<file path="config.mk">
export PLATFORM = sky130hd
export DESIGN_NAME = dcache_store_port
export DESIGN_NICKNAME = d
export VERILOG_FILES = /design/src/rtl/dcache_pkg.sv /design/src/rtl/dcache_line_array.sv /design/src/rtl/dcache_store_port.sv
export SDC_FILE = /design/constraint.sdc
export NUM_CORES = 1
export LEC_CHECK = 0
export BUFFER_PORTS_ARGS = -buffer_cell sky130_fd_sc_hd__buf_4
export CORE_ASPECT_RATIO = 1.4
export CORE_MARGIN = 1
export CORE_UTILIZATION = 55
export CTS_CLUSTER_DIAMETER = 50
export CTS_CLUSTER_SIZE = 12
export DETAILED_ROUTE_END_ITERATION = 8
export GPL_ROUTABILITY_DRIVEN = 0
export PLACE_DENSITY = 0.8
export SYNTH_ARGS = -nofsm -noshare
export SYNTH_HDL_FRONTEND = slang
export SYNTH_HIERARCHICAL = 1
export SYNTH_SLANG_ARGS = --single-unit
export TNS_END_PERCENT = 5
</file>
<file path="constraint.sdc">
create_clock -name clk -period 24.1 [get_ports clk]
set_input_delay 1.205 -clock clk [delete_from_list [all_inputs] [get_ports clk]]
set_output_delay 1.205 -clock clk [all_outputs]
set_load 0.01 [all_outputs]
</file>
<file path="src/rtl/dcache_pkg.sv">
// dcache_pkg: FSM states, default geometry and address-field layout shared by the store-port cache.
package dcache_pkg;
  localparam int DEF_NUM_LINES = 4;
  localparam int DEF_LINE_WORDS = 4;
  localparam int WORD_OFF = 2;
  localparam int WORD_W = 2;
  localparam int IDX_OFF = 4;
  localparam int IDX_W = 2;
  localparam int TAG_OFF = 6;
  localparam int TAG_W = 26;
  typedef enum logic [1:0] {IDLE, LOOKUP, WRITEBACK, FILL} state_e;
endpackage

</file>
<file path="src/rtl/dcache_line_array.sv">
// dcache_line_array: valid/dirty/tag/data storage for a direct-mapped cache.
// It has one read/write port, an async read, and an async clear of valid and dirty.
module dcache_line_array
  import dcache_pkg::*;
#(
  parameter int NUM_LINES = DEF_NUM_LINES,
  parameter int LW = DEF_LINE_WORDS * 32
) (
  input  logic             clk,
  input  logic             rst_n,
  input  logic [IDX_W-1:0] idx_i,
  input  logic             we_i,
  input  logic             wr_valid_i,
  input  logic             wr_dirty_i,
  input  logic [TAG_W-1:0] wr_tag_i,
  input  logic [LW-1:0]    wr_data_i,
  output logic             rd_valid_o,
  output logic             rd_dirty_o,
  output logic [TAG_W-1:0] rd_tag_o,
  output logic [LW-1:0]    rd_data_o
);
  logic [NUM_LINES-1:0] valid_q, dirty_q;
  logic [TAG_W-1:0] tag_q [NUM_LINES];
  logic [LW-1:0] data_q [NUM_LINES];
  always_ff @(posedge clk or negedge rst_n)
    if (!rst_n) begin
      valid_q <= '0;
      dirty_q <= '0;
    end else if (we_i) begin
      valid_q[idx_i] <= wr_valid_i;
      dirty_q[idx_i] <= wr_dirty_i;
    end
  always_ff @(posedge clk)
    if (we_i) begin
      tag_q[idx_i] <= wr_tag_i;
      data_q[idx_i] <= wr_data_i;
    end
  assign rd_valid_o = valid_q[idx_i];
  assign rd_dirty_o = dirty_q[idx_i];
  assign rd_tag_o = tag_q[idx_i];
  assign rd_data_o = data_q[idx_i];
endmodule

</file>
<file path="src/rtl/dcache_store_port.sv">
// dcache_store_port: a direct-mapped write-back cache that commits one drained store at a time.
// Misses evict a dirty victim first, then fill the line and retry the lookup.
module dcache_store_port
  import dcache_pkg::*;
#(
  parameter int NUM_LINES = DEF_NUM_LINES,
  parameter int LINE_WORDS = DEF_LINE_WORDS
) (
  input  logic                    clk,
  input  logic                    reset,
  input  logic                    sending_data_to_cache,
  input  logic [63:0]             data_to_cache,
  output logic                    cache_ready_to_catch,
  output logic                    mem_req,
  output logic                    mem_we,
  output logic [31:0]             mem_addr,
  output logic [LINE_WORDS*32-1:0] mem_wdata,
  input  logic                    mem_ready,
  input  logic [LINE_WORDS*32-1:0] mem_rdata,
  output logic                    store_done,
  output logic                    busy
);
  localparam int LW = LINE_WORDS * 32;
  state_e state_q, state_d;
  logic [31:2] addr_q, addr_d;
  logic [31:0] wdata_q, wdata_d;
  logic done_q, done_d;
  logic cap, hit, unused_ok;
  logic [TAG_W-1:0] tag, rd_tag, wr_tag;
  logic [IDX_W-1:0] idx;
  logic [WORD_W-1:0] wsel;
  logic rd_valid, rd_dirty, we, wr_valid, wr_dirty;
  logic [LW-1:0] rd_data, wr_data, merged;
  assign unused_ok = ^data_to_cache[33:32];
  assign tag = addr_q[TAG_OFF +: TAG_W];
  assign idx = addr_q[IDX_OFF +: IDX_W];
  assign wsel = addr_q[WORD_OFF +: WORD_W];
  assign cache_ready_to_catch = (state_q == IDLE) && reset;
  assign cap = cache_ready_to_catch && sending_data_to_cache;
  assign addr_d = cap ? data_to_cache[63:34] : addr_q;
  assign wdata_d = cap ? data_to_cache[31:0] : wdata_q;
  assign hit = rd_valid && (rd_tag == tag);
  assign busy = state_q != IDLE;
  assign store_done = done_q;
  always_comb begin
    merged = rd_data;
    merged[wsel*32 +: 32] = wdata_q;
  end
  // Memory outputs depend only on state and held line/packet, so they stay stable until mem_ready.
  always_comb begin
    state_d = state_q;
    done_d = 1'b0;
    we = 1'b0;
    wr_valid = rd_valid;
    wr_dirty = rd_dirty;
    wr_tag = rd_tag;
    wr_data = rd_data;
    mem_req = 1'b0;
    mem_we = 1'b0;
    mem_addr = '0;
    mem_wdata = '0;
    case (state_q)
      IDLE: state_d = cap ? LOOKUP : IDLE;
      LOOKUP:
        if (hit) begin
          we = 1'b1;
          wr_dirty = 1'b1;
          wr_data = merged;
          done_d = 1'b1;
          state_d = IDLE;
        end else state_d = rd_dirty ? WRITEBACK : FILL;
      WRITEBACK: begin
        mem_req = 1'b1;
        mem_we = 1'b1;
        mem_addr = {rd_tag, idx, 4'b0};
        mem_wdata = rd_data;
        if (mem_ready) begin
          we = 1'b1;
          wr_dirty = 1'b0;
          state_d = FILL;
        end
      end
      FILL: begin
        mem_req = 1'b1;
        mem_addr = {tag, idx, 4'b0};
        if (mem_ready) begin
          we = 1'b1;
          wr_valid = 1'b1;
          wr_dirty = 1'b0;
          wr_tag = tag;
          wr_data = mem_rdata;
          state_d = LOOKUP;
        end
      end
      default: state_d = IDLE;
    endcase
  end
  always_ff @(posedge clk or negedge reset)
    if (!reset) begin
      state_q <= IDLE;
      addr_q <= '0;
      wdata_q <= '0;
      done_q <= 1'b0;
    end else begin
      state_q <= state_d;
      addr_q <= addr_d;
      wdata_q <= wdata_d;
      done_q <= done_d;
    end
  dcache_line_array #(.NUM_LINES(NUM_LINES), .LW(LW)) u_arr (
    .clk(clk),
    .rst_n(reset),
    .idx_i(idx),
    .we_i(we),
    .wr_valid_i(wr_valid),
    .wr_dirty_i(wr_dirty),
    .wr_tag_i(wr_tag),
    .wr_data_i(wr_data),
    .rd_valid_o(rd_valid),
    .rd_dirty_o(rd_dirty),
    .rd_tag_o(rd_tag),
    .rd_data_o(rd_data)
  );
endmodule
</file>
# == Word level (Yosys, flattened, before mapping) ==
# Memory sizes are Yosys's and may differ from the RTL's.
# Index checks and enable logic that the tools add are counted.
# word_totals
reg_bits,73
mem_bits_rw,616
inputBits,196
output_inout_bits,165
wordCells,62
n_memories,2
# op_classes
n_addsub,1
n_lt_le_gt_ge,2
eq_ne,6
n_shift,2
n_mux,35
reduce_logical,8
# mem_list
memory,words,width,read_ports,rd_ports_with_merged_regs,write_ports,line_no,source
u_arr.data_q,4,128,1,0,1,dcache_line_array.sv:24,logic [LW-1:0] data_q [NUM_LINES];
u_arr.tag_q,4,26,1,0,1,dcache_line_array.sv:23,logic [TAG_W-1:0] tag_q [NUM_LINES];
# ops
cell,count
two-way mux 128 bit,3
one-hot mux 128 bit (2 select lines),1
bitwise mux 128 bit,1
"variable shift 32 x 34 -> 128 bit, first input constant",1
indexed part select 32 x 34 -> 128 bit,1
one-hot mux 32 bit (2 select lines),1
two-way mux 26 bit,2
negation 7 -> 34 bit,1
== test 26 bit,1
two-way mux 1 bit,16
bitwise mux 4 bit,2
one-hot mux 2 bit (4 select lines),1
two-way mux 2 bit,3
binary-select mux 1 bit (select 2 bit),2
"== test 2 bit, second input constant",2
logical AND 1 bit,4
"inequality test 2 bit, second input constant",2
one-hot mux 1 bit (2 select lines),2
"< comparator 2 x 3 -> 1 bit, second input constant",1
demux 1 bit (select 2 bit),1
"== test 2 x 1 -> 1 bit, second input constant",1
"greater-or-equal comparator 2 x 1 -> 1 bit, second input constant",1
zero test 2 bit,1
AND reduction 2 bit,1
other kinds (2),2

# == Logic depth before layout (Yosys ltp) ==
# depth
word_depth,7
mapped_depth,12
ltp_nobuf,8

# == Cells and area by module ==
# The synthesis kept the hierarchy.
# by_module_without_submodules
mod,n_inst,cells_each,area_each_um2,seq_area_each_um2
dcache_line_array,1,830,22601.7,18697.9
dcache_store_port,1,1047,8541.9,1626.6

# == Least setup slack after synthesis ==
# OpenSTA, ideal clock, no wires.
# synth_path
kind,register -> register
startpoint,register addr_q[4] in the netlist's numbering
endpoint,register u_arr.dirty_q[0]
setup_time_ns,0.095
arrival_time_ns,9.395
required_time_ns,24.005
slack_ns,14.610
path_stages_with_launch,12
n_path_buf,3
period_less_slack_ns,9.490
cell_sequence,dfrtp_1 > buf_6 > buf_6 > buf_6 > mux4_2 > xnor2_1 > nand4_1 > nor4_4 > nand2_1 > o21ai_0 > nor3b_2 > mux2_2
# synth_via
elab_cells_between_ends,18
cone_classes,order compare: 2; eq/ne: 1; mux: 12; reduce/logical: 2; memory: 1
# synth_lines
element,line_no,source
start: declaration,dcache_store_port.sv:25,"logic [31:2] addr_q, addr_d;"
start signal: assignment,dcache_store_port.sv:106,addr_q <= addr_d;
memory (4 x 26 bit),--,
net rd_tag[4],dcache_store_port.sv:29,"logic [TAG_W-1:0] tag, rd_tag, wr_tag;"
== test 26 bit,dcache_store_port.sv:42,assign hit = rd_valid && (rd_tag == tag);
logical AND 1 bit,dcache_store_port.sv:42,
two-way mux 1 bit,dcache_store_port.sv:65,if (hit) begin
one-hot mux 1 bit (2 select lines),dcache_store_port.sv:62,case (state_q)
net we,dcache_store_port.sv:32,"logic rd_valid, rd_dirty, we, wr_valid, wr_dirty;"
end signal: indexed assignment,dcache_line_array.sv:31,dirty_q[idx_i] <= wr_dirty_i;
end: declaration,dcache_line_array.sv:22,"logic [NUM_LINES-1:0] valid_q, dirty_q;"
# The timed path passes the listed nets, and every way through them passes these cells. The select of a mux whose other input is x is not followed.
# A chain may end at the register's enable or synchronous reset.

# == Final worst setup path ==
# layout_path
startpoint,register addr_q[5] in the netlist's numbering
endpoint,memory u_arr/data_q[2][17] in the netlist's numbering (enable)
# layout_via
elab_chain_cells,7
elab_cells_between_ends,9
cone_classes,eq/ne: 1; mux: 6; reduce/logical: 1; memory: 1
# layout_rtl
element,line_no,source
memory (4 x 26 bit),--,
net rd_tag[2],dcache_store_port.sv:29,
== test 26 bit,dcache_store_port.sv:42,
logical AND 1 bit,dcache_store_port.sv:42,
two-way mux 1 bit,dcache_store_port.sv:65,
one-hot mux 1 bit (2 select lines),dcache_store_port.sv:62,
net we,dcache_store_port.sv:32,
two-way mux 1 bit,dcache_line_array.sv:34,if (we_i) begin
two-way mux 1 bit (implied by the code),dcache_line_array.sv:36,data_q[idx_i] <= wr_data_i;
end: declaration,dcache_line_array.sv:24,
# The timed path passes the listed nets, and every way through them passes these cells. The select of a mux whose other input is x is not followed.

==> reports/metrics.cfg <==
[power]
cellLeakagePower_nw=13.91
p_per_area_nw_per_um2=75.10
finalPower_w=0.002734
irDropWorstVdd_mv=0.06553

[flow_run]
drv_cap=0

[placed_design]
dp_cells=2851
hpwl_mm=50.86
place_area_um2=34360
port_buffers=354

[sta]
rsz0062_at_grt=no
max_freq_mhz=141.7
finalCritPeriodShare_pct=29.28
finalSetupTns_ns=0
worstMarginPinSlew_ns=1.125
fin_crit_ns=7.056
maxSlewViolCount=0
slew_headroom_pct=24.61
setup_viol=0
finalClockSkew_ns=0.02660
finalHoldViolCount=0

[clocking]
cts_buffers=68
clock_sinks=689
post-cts-setup-buffers=0
cts_resized=0
htree_levels=3
clkLatencyLatePin_ns=0.60
path_clk_slew_ns=0.06
cts_hold_buffers=0
cts_root_buffer=clkbuf_16
clock_path_buffers=3
cts_tree=built

[logic_synthesis]
synthTopCellsByArea=edfxtp_1, mux4_2, dfrtp_1
synth.largest_area_cell=edfxtp_1
yosysWarnings=6
syn_area_um2=31140
synthCells=1877
synth_top_area_share_pct=59.39
synth_ff_type=edfxtp_1
synth-seq-cells=689
synth_cell_types=45
avgSynthCellArea_um2=16.59
async_flop_share_pct=10.60
yosysSeqAreaShare_pct=65.26
synth_edf_count=616

[floorplan]
start_util_pct=55.97
die_x_um=203.1
num_rows=102
io_pins=361
core-area_um2=55640
dieArea_um2=57590
die_h_um=283.6

[worst_setup_path]
cpPeakStageDelay_ns=0.78
r2r-start=addr_q[5]
reg2reg_depth=11
path_max_fanout=138
cp_num_buf_inv=4
cp-start-kind=flip-flop
critPathSlowestCell=buf_4
reg2reg_to=u_arr/data_q[2][17]
crit_type=flip-flop to flip-flop
worstPathRequired_ns=24.31
cp_data_arrival_time_ns=7.27
cp_cell_sequence=buf_12, mux4_2, xnor2_1, nand4_1, nor4_4, nand2_1, o21ai_0, nand3b_1, inv_6, buf_4, buf_4
crit_cells=11
crit_path_end_kind=flip-flop
crit_family=buffers and inverters
r2r_slack_ns=17.04
crit_end=u_arr/data_q[2][17]
worstSetupStartpoint=addr_q[5]
path_common_cell=buf_4

[route]
routed_via_density=6.388
post_drt_wl_per_cell_um=28.35
num_vias=19020
ant_nets=0
remaining_drc_errors=0
initialDrtViolationCount=1680
dr.pass1.iters=5
drt_wl_total_mm=84.39

[grt]
grt_pass1_wl_mm=123.9
grt_max_degree=139
grt_pass1_vias=19560
grt_util_all_layers_pct=29.47
grt_overflow=0
antenna_found_initial=17

[finish]
finalInstanceArea_um2=36410
drive_gt1_share_pct=33.05
final_cell_count_no_fill=2977
area_growth_pct=16.91
final_nets=2394
num-fill-cells=3940

[hold_path]
min_path_cells=1
hp-class=flip-flop to flip-flop

[run_status]
status=complete, no violations

==> layout by cell type (no fill, tap or decap), drive strengths merged, types with 4 or more instances in the layout <==
cell / n
a22oi: 121
and2: 247
buf: 384
clkbuf: 108
conb: 4
dfrtp: 73
diode: 13
edfxtp: 616
ha: 5
inv: 10
mux2: 95
mux2i: 150
mux4: 156
nand2: 8
nand3: 20
nand4: 6
nor2: 36
nor3: 7
o211ai: 4
o21ai: 128
xnor2: 26
==> cell usage after synthesis, types with 2 or more instances <==
cell / instances
a211o_1: 2
a21o_1: 2
a21oi_1: 2
a22oi_1: 121
a2bb2oi_1: 3
and2_1: 247
and3_1: 2
buf_1: 11
buf_2: 38
buf_4: 7
buf_6: 12
clkbuf_1: 73
dfrtp_1: 73
edfxtp_1: 616
ha_1: 5
inv_1: 10
mux2_2: 95
mux2i_1: 150
mux4_2: 156
nand2_1: 8
nand3_1: 17
nand3_2: 3
nand4_1: 6
nor2_1: 36
nor3_1: 6
nor3b_1: 2
o211ai_1: 4
o21ai_0: 126
o21ai_1: 2
or2_2: 2
xnor2_1: 26
==> per-stage QoR <==
step	setup slack, ns	hold slack [ns]	util, %
floorplan	14.61	0.4738	-
global placement	17.14	0.4838	61.75
detailed placement	17.07	0.4947	61.75
CTS	16.99	0.4940	65.38
global route	16.69	0.5195	65.40
finish	17.04	0.5088	65.43
==> cell families after synthesis <==
kind of cell	count (synthesis)	synth area share (%)
flops	689	65.26
fa+ha+maj	5	0.2009
xor+xnor	26	0.7312
buf+inv	151	2.346
compound gates	267	5.436
mux	401	19.54
simple gates	337	6.476
other cells	1	0.01204
==> how the worst min path moves through the flow <==
stage / start / to / slack, ns
after floorplan: u_arr/dirty_q[2] / u_arr/dirty_q[2] / 0.47
after global placement: u_arr/valid_q[3] / u_arr/valid_q[3] / 0.48
after detailed placement: u_arr/valid_q[0] / u_arr/valid_q[0] / 0.49
after CTS: reset / addr_q[12] / 0.49
after global routing: reset / addr_q[12] / 0.52
final: u_arr/dirty_q[3] / u_arr/dirty_q[3] / 0.51
==> state kept, by name (all words and copies together), names as in the netlist, named ones only <==
name	cells
store_done	1
u_arr/valid_q	4
u_arr/dirty_q	4
u_arr/data_q	512
state_q	1
wdata_q	32
addr_q	30
u_arr/tag_q	104
==> where the power goes <==
part	internal, W	total [W]	switching, W
clock	0.000568	0.000992	0.000424
combinational	0.000132	0.000315	0.000183
sequential	0.00139	0.00143	0.0000347
total	0.00209	0.00273	0.000642
==> cell type report <==
type	count	area [um^2]	area share [%]
sequential	689	20330	55.85
clock buffer	108	1968	5.406
multi-input combinational	1040	10170	27.93
timing repair buffer	384	2895	7.952
tap	728	910.9	2.502
inverter	10	47.55	0.1306
antenna	13	32.53	0.08935
clock inverter	5	51.30	0.1409
==> routing by layer <==
metal	track usage, %	up-vias	part of all wire, %
met2	45.52	997	48
met5	0	-	0.15
met4	18.38	20	5.9
met1	38.02	9791	37
li1	-	8007	-
met3	6.626	203	9.3
Power figures use the tool's default switching activity.
